**config.mk**
```make
export PLATFORM = sky130hd
export DESIGN_NAME = ofs_plat_utils_mf_dcfifo_rd_stream
export DESIGN_NICKNAME = d
export VERILOG_FILES = /design/src/rtl/ofs_plat_utils_mf_dcfifo_rd_buf.sv /design/src/rtl/ofs_plat_utils_mf_dcfifo_rd_stream.sv
export SDC_FILE = /design/constraint.sdc
export NUM_CORES = 1
export LEC_CHECK = 0
export CAP_MARGIN = 20
export CELL_PAD_IN_SITES_DETAIL_PLACEMENT = 0
export CELL_PAD_IN_SITES_GLOBAL_PLACEMENT = 1
export CORE_MARGIN = 3
export CORE_UTILIZATION = 47
export DETAILED_ROUTE_END_ITERATION = 16
export PLACE_DENSITY = 0.94
export SLEW_MARGIN = 20
export SYNTH_ARGS = -nofsm -noshare
export SYNTH_HDL_FRONTEND = slang
export SYNTH_SLANG_ARGS = --single-unit
export TNS_END_PERCENT = 5
```
**constraint.sdc**
```tcl
create_clock -name clk -period 8.45 [get_ports clk]
set_clock_uncertainty 0.2 [all_clocks]
set_input_delay 1.69 -clock clk [delete_from_list [all_inputs] [get_ports clk]]
set_output_delay 1.69 -clock clk [all_outputs]
set_load 0.1 [all_outputs]
```
**src/rtl/ofs_plat_utils_mf_dcfifo_rd_buf.sv**
```systemverilog
// Small register-array FIFO that holds words returned by the dual-clock FIFO
// until the stream consumer takes them. The head entry is driven straight from storage.
module ofs_plat_utils_mf_dcfifo_rd_buf #(
   parameter int  DATA_WIDTH = 32,
   parameter int  DEPTH      = 3,
   localparam int PTR_W      = (DEPTH > 1) ? $clog2(DEPTH) : 1,
   localparam int CNT_W      = $clog2(DEPTH + 1)
) (
   input  logic                  clk,
   input  logic                  reset_n,
   input  logic                  enq,
   input  logic [DATA_WIDTH-1:0] enq_data,
   input  logic                  deq,
   output logic [DATA_WIDTH-1:0] head,
   output logic [CNT_W-1:0]      count
);

   logic [DEPTH-1:0][DATA_WIDTH-1:0] mem;
   logic [PTR_W-1:0]                 wr_ptr;
   logic [PTR_W-1:0]                 rd_ptr;

   // DEPTH need not be a power of two, so wrap explicitly.
   function automatic logic [PTR_W-1:0] ptr_inc(input logic [PTR_W-1:0] p);
      return (p == PTR_W'(DEPTH - 1)) ? '0 : p + 1'b1;
   endfunction

   always_ff @(posedge clk) begin
      if (enq) mem[wr_ptr] <= enq_data;
   end

   always_ff @(posedge clk or negedge reset_n) begin
      if (!reset_n) begin
         wr_ptr <= '0;
         rd_ptr <= '0;
         count  <= '0;
      end else begin
         if (enq) wr_ptr <= ptr_inc(wr_ptr);
         if (deq) rd_ptr <= ptr_inc(rd_ptr);
         case ({enq, deq})
            2'b10:   count <= count + 1'b1;
            2'b01:   count <= count - 1'b1;
            default: count <= count;
         endcase
      end
   end

   assign head = mem[rd_ptr];

endmodule

```
**src/rtl/ofs_plat_utils_mf_dcfifo_rd_stream.sv**
```systemverilog
// Turns the read side of a non-showahead dual-clock FIFO into a valid/ready stream,
// issuing reads only when the output buffer has credit for the returning word.
module ofs_plat_utils_mf_dcfifo_rd_stream #(
   parameter int  DATA_WIDTH   = 32,
   parameter int  READ_LATENCY = 1,
   localparam int BUF_DEPTH    = READ_LATENCY + 2,
   localparam int CNT_W        = $clog2(BUF_DEPTH + 1)
) (
   input  logic                  clk,
   input  logic                  reset_n,
   input  logic                  fifo_rdempty,
   output logic                  fifo_rdreq,
   input  logic [DATA_WIDTH-1:0] fifo_q,
   output logic                  out_valid,
   input  logic                  out_ready,
   output logic [DATA_WIDTH-1:0] out_data,
   output logic [CNT_W-1:0]      out_count
);

   logic [READ_LATENCY:1] vld_pipe;
   logic [CNT_W-1:0]      used;
   logic [CNT_W-1:0]      stored;
   logic                  rd_armed;
   logic                  deq;

   // Credit check uses only registered state, so out_ready never reaches fifo_rdreq.
   assign fifo_rdreq = rd_armed && !fifo_rdempty && (used < CNT_W'(BUF_DEPTH));
   assign deq        = out_valid && out_ready;
   assign out_valid  = (stored != '0);
   assign out_count  = used;

   // Holds off reads for the first cycle after reset is released.
   always_ff @(posedge clk or negedge reset_n) begin
      if (!reset_n) rd_armed <= 1'b0;
      else          rd_armed <= 1'b1;
   end

   always_ff @(posedge clk or negedge reset_n) begin
      if (!reset_n) begin
         vld_pipe <= '0;
      end else begin
         vld_pipe[1] <= fifo_rdreq;
         for (int i = 2; i <= READ_LATENCY; i++) vld_pipe[i] <= vld_pipe[i-1];
      end
   end

   always_ff @(posedge clk or negedge reset_n) begin
      if (!reset_n) begin
         used <= '0;
      end else begin
         case ({fifo_rdreq, deq})
            2'b10:   used <= used + 1'b1;
            2'b01:   used <= used - 1'b1;
            default: used <= used;
         endcase
      end
   end

   ofs_plat_utils_mf_dcfifo_rd_buf #(
      .DATA_WIDTH (DATA_WIDTH),
      .DEPTH      (BUF_DEPTH)
   ) u_buf (
      .clk      (clk),
      .reset_n  (reset_n),
      .enq      (vld_pipe[READ_LATENCY]),
      .enq_data (fifo_q),
      .deq      (deq),
      .head     (out_data),
      .count    (stored)
   );

endmodule
```
# ---- After elaboration in Yosys (flattened, before gate mapping)
# Index checks and enable logic that the tools add are counted.
dict set report word_totals {
  ff_bits 106
  input_bits 36
  output_inout_bits 36
  elab_cells 42
}
dict set report classes {
  n_addsub 6
  n_lt_le_gt_ge 4
  eq_ne 6
  muxes 9
  n_reduce_logical 8
}
# op n
set ops {}
lappend ops {{96-bit bitwise mux} 1}
lappend ops {{32-bit binary-select mux with 2-bit select} 1}
lappend ops {{32-bit demux with 2-bit select} 1}
lappend ops {{32-bit 2-to-1 mux} 2}
lappend ops {{2-bit by 1-bit adder with 2-bit output, second input constant} 4}
lappend ops {{2-bit == test, second input constant} 4}
lappend ops {{2-bit case mux with 2 select lines} 2}
lappend ops {{2-bit by 3-bit less-than comparator with 1-bit output, second input constant} 2}
lappend ops {{2-bit nonzero test} 3}
lappend ops {{2-bit by 1-bit == test with 1-bit output, second input constant} 2}
lappend ops {{1-bit logical AND} 4}
lappend ops {{2-bit 2-to-1 mux} 2}
lappend ops {{2-bit by 1-bit subtractor with 2-bit output, second input constant} 2}
lappend ops {{2-bit by 1-bit greater-or-equal comparator with 1-bit output, second input constant} 1}
lappend ops {{2-bit less-than comparator, second input constant} 1}
lappend ops {{1-bit zero test} 1}

# ---- Logic depth before layout (Yosys ltp)
dict set report logic_depth {
  ltp_word 5
  mapped_depth 6
  depth_no_buf 6
}

# ---- Cells and area by module
# A second synthesis with hierarchy kept.
dict set report unflattened {
  hier_cells 239
  hier_area_um2 4052.6
}
# mod instances cells_per_inst area_per_inst_um2 seq_area_each_um2
set modules_own_cells {}
lappend modules_own_cells {ofs_plat_utils_mf_dcfifo_rd_buf 1 224 3878.7 3032.9}
lappend modules_own_cells {ofs_plat_utils_mf_dcfifo_rd_stream 1 15 173.9 100.1}

# ---- Least setup slack after synthesis
# No wires, ideal clock.
dict set report synth_path {
  path_type {flip-flop to output port}
  start {register u_buf.rd_ptr[0]}
  end {output port out_data[0]}
  t_arrival_ns 2.716
  t_required_ns 6.560
  path_slack_ns 3.844
  stages_incl_launch_ff 4
  n_path_buf 1
  cell_sequence {dfrtp_1 -> buf_6 -> mux2i_1 -> o21ai_0}
}
dict set report synth_between {
  elab_chain_cells 2
}
# item line_no
set synth_lines {}
lappend synth_lines {{start, declared} ofs_plat_utils_mf_dcfifo_rd_buf.sv:20} ;# logic [PTR_W-1:0] rd_ptr;
lappend synth_lines {{start signal, assigned} ofs_plat_utils_mf_dcfifo_rd_buf.sv:38} ;# if (deq) rd_ptr <= ptr_inc(rd_ptr);
lappend synth_lines {{32-bit binary-select mux with 2-bit select} ofs_plat_utils_mf_dcfifo_rd_buf.sv:47} ;# assign head = mem[rd_ptr];
lappend synth_lines {{32-bit 2-to-1 mux (not written as such)} ofs_plat_utils_mf_dcfifo_rd_buf.sv:47}
lappend synth_lines {{end, declared} ofs_plat_utils_mf_dcfifo_rd_stream.sv:16} ;# output logic [DATA_WIDTH-1:0] out_data,
# No other way between the ends. The select of a mux whose other input is x is not followed.

# ---- Worst setup path in the final report
dict set report layout_path {
  start {input port fifo_rdempty}
  end {output port fifo_rdreq}
}
dict set report layout_between {
  elab_chain_cells 3
}
# item line_no
set layout_lines {}
lappend layout_lines {{start, declared} ofs_plat_utils_mf_dcfifo_rd_stream.sv:11} ;# input logic fifo_rdempty,
lappend layout_lines {{1-bit zero test} ofs_plat_utils_mf_dcfifo_rd_stream.sv:27} ;# assign fifo_rdreq = rd_armed && !fifo_rdempty && (used < CNT_W'(BUF_DEPTH));
lappend layout_lines {{1-bit logical AND (2 in a row)} ofs_plat_utils_mf_dcfifo_rd_stream.sv:27}
lappend layout_lines {{end, declared} ofs_plat_utils_mf_dcfifo_rd_stream.sv:12} ;# output logic fifo_rdreq,
# No other way between the ends.

==> metrics.yaml <==
status: "complete, no violations"
grt_pass1_wl_um: 10820
min_path_type: "reg2reg"
gr-usage-all-layers: 0.1461
coreArea_um2: 8299
dieArea_um2: 9751
synth_seq_cells: 106
rr_worst_depth: 2
htreeDepth: 3
start_kind: "input pin"
multiInputGateArea_um2: 805.8
min_path_cells: 1
grt_max_degree: 37
clock_sinks: 106
nFillCells: 634
reg2reg_slack_ns: 6.53
hold_buffers: 0
rows: 33
cts_tree: "yes"
setup_viol: 0
min_period_ns: 5.379
clockRootBuffer: "clkbuf_8"
drive_gt1_frac: 0.08025
post_cts_buffers: 0
critPathKind: "in2out"
cp_max_fo: 2
placed_area_um2: 4831
r2r-end: "u_buf.mem[43]"
tightest_slew_ns: 1.010
min_to: "out_count[1]"
initial_utilization: 0.4871
clk_latency_ns: 0.35
vias: 2153
die_h_um: 98.75
max-slew-margin-rel: 0.3253
drtPass1Iterations: 4
finalInstanceArea_um2: 5059
cts_buffers: 9
cts_resized: 0
area_growth_pct: 25.13
via_per_inst: 5.019
ys_seq_area_frac: 0.7750
final-max-slew-violation-count: 0
wl_per_cell_um: 16.19
cts.path.max_buffers: 2
critPathRequiredTime_ns: 6.56
setup_tns_ns: 0
fmax_mhz: 185.9
drtIter0Drc: 75
syn-cell-area_um2: 4043
ios: 72
synthCells: 244
antenna_found_initial: 0
ys_warn_count: 0
worstHoldStart: "out_count[1]"
arrival_ns: 3.49
synth_nets: 282
wirelength_um: 6946
period_share: 0.6366
r2r-start: "u_buf.wr_ptr[0]"
rsz0062_at_grt: "no"
gp_congestion: 0.6513
cts.reportedPaths.clkPinSlew_ns: 0.09
hpwlAfterDp_um: 4310
cp-end-kind: "primary output"
placement.io_buffers: 71
synth_area_per_cell_um2: 16.57
layout.cells.non_filler: 429
hold_viol: 0
synth.distinct_cells: 23
numPlacedInstances: 413
ant_nets: 0
regArea_um2: 3134
drc: 0
maxCapViolCount: 0
num-nets-final: 358
diodes: 0
die_width_um: 98.75
grt_overflow_total: 0
cp-startpoint: "fifo_rdempty"
grt_pass1_vias: 2220
synthesized netlist by cell type:
master    instances  area, um^2
edfxtp_1         96        2883
nand2_1          35       131.4
mux2i_1          32       320.3
o21ai_1          32       160.2
dfrtp_1          10       250.2
buf_6             8       90.09
xnor2_1           4       35.03
a21o_1            3       22.52
inv_1             3       11.26
nor2_1            3       11.26
clkbuf_1          2       7.510
ha_1              2       25.02
nor3_1            2       10.01
o21ai_0           2       10.01
xor2_1            2       17.52
buf_2             1       5.000
buf_4             1       7.510
conb_1            1       3.750
nand2b_1          1       6.260
nand3b_1          1       7.510
nor2b_4           1       13.76
nor3b_1           1       7.510
or2_2             1       6.260
kinds of logic after synthesis:
family | count (synthesis) | share of synthesized area
and+or+nand+nor | 45 | 0.04798
muxes | 32 | 0.07923
buffers and inverters | 15 | 0.03002
DFF | 106 | 0.7750
adders and majority gates | 2 | 0.006189
xor gates and xnor gates | 6 | 0.01300
other | 1 | 0.0009276
AOI/OAI and AO/OA | 37 | 0.04766
layout by cell type, fill, tap and decap left out:
master           synthesis  layout
o21ai_1                 32      32
clkinv_2                 0       1
a21o_1                   3       3
conb_1                   1       1
xnor2_1                  4       4
buf_4                    1       5
dfrtp_1                 10       9
edfxtp_1                96      96
nor3b_2                  0       1
nor2_4                   0       1
o21ai_0                  2       2
clkbuf_8                 0       9
nand3b_1                 1       1
dfrtp_2                  0       1
nor3_2                   0       1
ha_1                     2       2
clkdlybuf4s50_1          0      71
inv_1                    3       3
clkbuf_1                 2       1
xor2_1                   2       2
mux2i_1                 32      32
nand2_1                 35      35
buf_12                   0       1
clkinvlp_4               0       2
or2_2                    1       1
nor3_1                   2       1
nor2_1                   3       2
bufinv_16                0       2
nand2b_1                 1       1
nor2b_4                  1       1
worst max-delay path, cell delays in order:
cell	delay, ns
clkdlybuf4s50_1	0.40
nand3b_1	0.18
inv_1	0.09
clkdlybuf4s50_1	1.13
routing by layer:
metal  vias up  global-route usage  part of all wire
met5         -                   0                 0
met4         0             0.05357             0.011
met3         7             0.03114             0.044
met2        51              0.2593              0.53
met1      1052              0.1749              0.41
li1       1043                   -                 -
registers in the layout, indices dropped and copies added (netlist names):
| name | count |
|---|---|
| u_buf.mem | 96 |
| out_count | 2 |
| u_buf.count | 2 |
| u_buf.rd_ptr | 2 |
| u_buf.wr_ptr | 2 |
| rd_armed | 1 |
| vld_pipe | 1 |
final cells by class:
cell class                 instances  share of cell area
multi-input combinational        123              0.1593
timing repair buffer              77              0.1519
tap                              105             0.02597
clock buffer                      10             0.02523
inverter                           3            0.002226
sequential                       106              0.6196
clock inverter                     5             0.01583
per-stage QoR:
step           utilization  hold WS, ns  worst slack [ns]
2_1_floorplan            -       0.2569             3.844
3_3_place_gp        0.5821       0.2715             3.072
3_5_place_dp        0.5821       0.2870             3.063
4_1_cts             0.6071       0.3000             3.054
5_1_grt             0.6095       0.3438             3.012
6_report            0.6095       0.2973             3.071
worst max-delay path by stage:
stage | to | slack [ns] | depth (start not counted)
3_5_place_dp | fifo_rdreq | 3.06 | 4
3_3_place_gp | fifo_rdreq | 3.07 | 4
4_1_cts | fifo_rdreq | 3.05 | 4
6_report | fifo_rdreq | 3.07 | 4
5_1_grt | fifo_rdreq | 3.01 | 4
2_1_floorplan | out_data[0] | 3.84 | 3
Power is left out: the tool's default activity adds up to more than one toggle a clock period on the data nets, which glitch-free logic cannot reach.
==> RTL change: new RTL, config.mk and constraints unchanged <==
Register the output `out_count` once more, cleared by the reset; this adds one clock of latency there. The other outputs are not delayed to match.
--- a/src/rtl/ofs_plat_utils_mf_dcfifo_rd_stream.sv
+++ b/src/rtl/ofs_plat_utils_mf_dcfifo_rd_stream.sv
@@ -27,7 +27,13 @@
    assign fifo_rdreq = rd_armed && !fifo_rdempty && (used < CNT_W'(BUF_DEPTH));
    assign deq        = out_valid && out_ready;
    assign out_valid  = (stored != '0);
-   assign out_count  = used;
+   always_ff @(posedge clk or negedge reset_n) begin
+      if (!reset_n) begin
+         out_count <= '0;
+      end else begin
+         out_count <= used;
+      end
+   end
 
    // Holds off reads for the first cycle after reset is released.
    always_ff @(posedge clk or negedge reset_n) begin
Function: changed (a bounded check fails within 4 cycles, from zero or initial values and one cycle with reset_n low).
==> RTL change against the unedited design <==
  * Synthesized cell count grew 0.82%
  * Maximum frequency up 0.20%
  * Non-clock buffer count down 3
  * Final area up 0.25%
  * Sequential cell count up 2
  * Worst setup slack gained 0.011 ns
  * Hold slack got worse by 0.064 ns
  * Critical path depth did not move
  * Synthesized area rose by 1.2%
  * Count of clock-buffer cells in the layout did not move
  * Routed wire length grew 0.29%
  * Core utilization decreased by 0.15 points
Power is not shown: default switching activity piles up to over one toggle a cycle in this logic, so the estimate is an artifact.
==> RTL change: results (changes against the unedited design) <==
Rel. slew slack=0.269 (-0.0567); first-pass GRT wire length=11000 um (+1.5%); Iteration-0 DRC Markers=109 (+45%); worst-path fanout max=2 (unchanged); CTS H-Tree Depth=3 (unchanged); DR DRC count=0 (unchanged); Post-synth top cells=edfxtp_1, nand2_1, mux2i_1, o21ai_1, dfrtp_1; Clock Pin Slew Worst Setup and Hold Paths=0.09 ns (about the same); synth unique cells=23 (unchanged); CTS buffer count=9 (unchanged); total wire length=6970 um (+0.29%); Routability Congestion=0.675 (+3.6%); status=finished clean; top_reg_cell synth=edfxtp_1; GR Util All Layers=0.148 (+0.00141); Resize count post-CTS=0 (unchanged); initial antenna violation count=0 (unchanged); Root Buffer=clkbuf_8; Post-synth EDFFs=96 (unchanged); number of max-cap violations=0 (unchanged); critical path data arrival time=3.48 ns (about the same); Via Count=2153 (unchanged); fraction of layout cells with a size suffix above 1=0.0712 (-0.00904); wl on met1=2960 um (+3.6%); top cells by area, synth=edfxtp_1, mux2i_1, dfrtp_1; ys async rst share=0.111 (+0.0168); Syn Nets=284 (+0.71%); hpwl dp=4190 um (-2.8%); met2 wire length=3590 um (-3.2%); antenna cells=0 (unchanged); register area share after synthesis=0.778 (+0.00275); nets@finish=357 (-0.28%); met3 WL=313 um (+3.3%); fill cell count=659 (+3.9%); Top Layer Used=met4; DP Worst Slack=3.08 ns (+0.0138 ns); Longest Clk Path Bufs=2 (unchanged); dpl cell area=4870 sq um (+0.73%); Syn-to-layout area delta=23.9%
[RTL change: changes by cell type in the layout (fill, tap and decap cells not counted)]
| cell | change |
|---|---|
| clkinv_2 | +1 |
| buf_4 | -2 |
| buf_12 | -1 |
| clkinvlp_4 | -1 |
| dfrtp_1 | +2 |
[RTL change: layout make-up]
type                            instances  area (sq um)  share of cell area
Tap cell                              105           131              0.0259
Inverter                                3          11.3             0.00222
Timing Repair Buffer                   74           733               0.145
Clock buffer                           10           128              0.0252
Multi-Input combinational cell        123           806               0.159
Sequential cell                       108          3180               0.628
Clock inverter                          5          77.6              0.0153
[RTL change: routing by layer]
layer | track usage | up-vias
li1 | - | 1046
met1 | 0.176 | 1050
met2 | 0.259 | 48
met3 | 0.0358 | 9
met4 | 0.0567 | 0
met5 | 0 | -
[RTL change: cell families after synthesis]
kind of cell               share of synthesized area
muxes                                         0.0783
xor gates and xnor gates                      0.0128
AOI/OAI and AO/OA                             0.0471
and+or+nand+nor                               0.0474
other                                       0.000916
buffers and inverters                         0.0297
adders and majority gates                    0.00611
DFF                                            0.778
[RTL change: path summary, 6_finish.rpt]
path	from	endpoint	slack, ns	cells past startpoint
worst min-delay path	used[1]	out_count[1]	0.23	0
worst min register to register	used[1]	out_count[1]	0.23	0
worst max register to register	u_buf.wr_ptr[1]	u_buf.mem[82]	6.20	2
max in group asynchronous	reset_n	u_buf.rd_ptr[0]	6.14	1
worst max-delay path	fifo_rdempty	fifo_rdreq	3.08	4
min in group asynchronous	reset_n	u_buf.wr_ptr[1]	1.50	1
[RTL change: critical path: stages]
cell             delay, ns
clkdlybuf4s50_1       0.39
nand3b_1              0.17
inv_1                 0.09
clkdlybuf4s50_1       1.13
[RTL change: through the flow]
stage,instances,hold slack [ns],util
2_1_floorplan,246,0.192,-
3_3_place_gp,413,0.205,0.583
3_5_place_dp,413,0.216,0.583
4_1_cts,428,0.238,0.608
5_1_grt,428,0.251,0.608
6_report,428,0.233,0.608
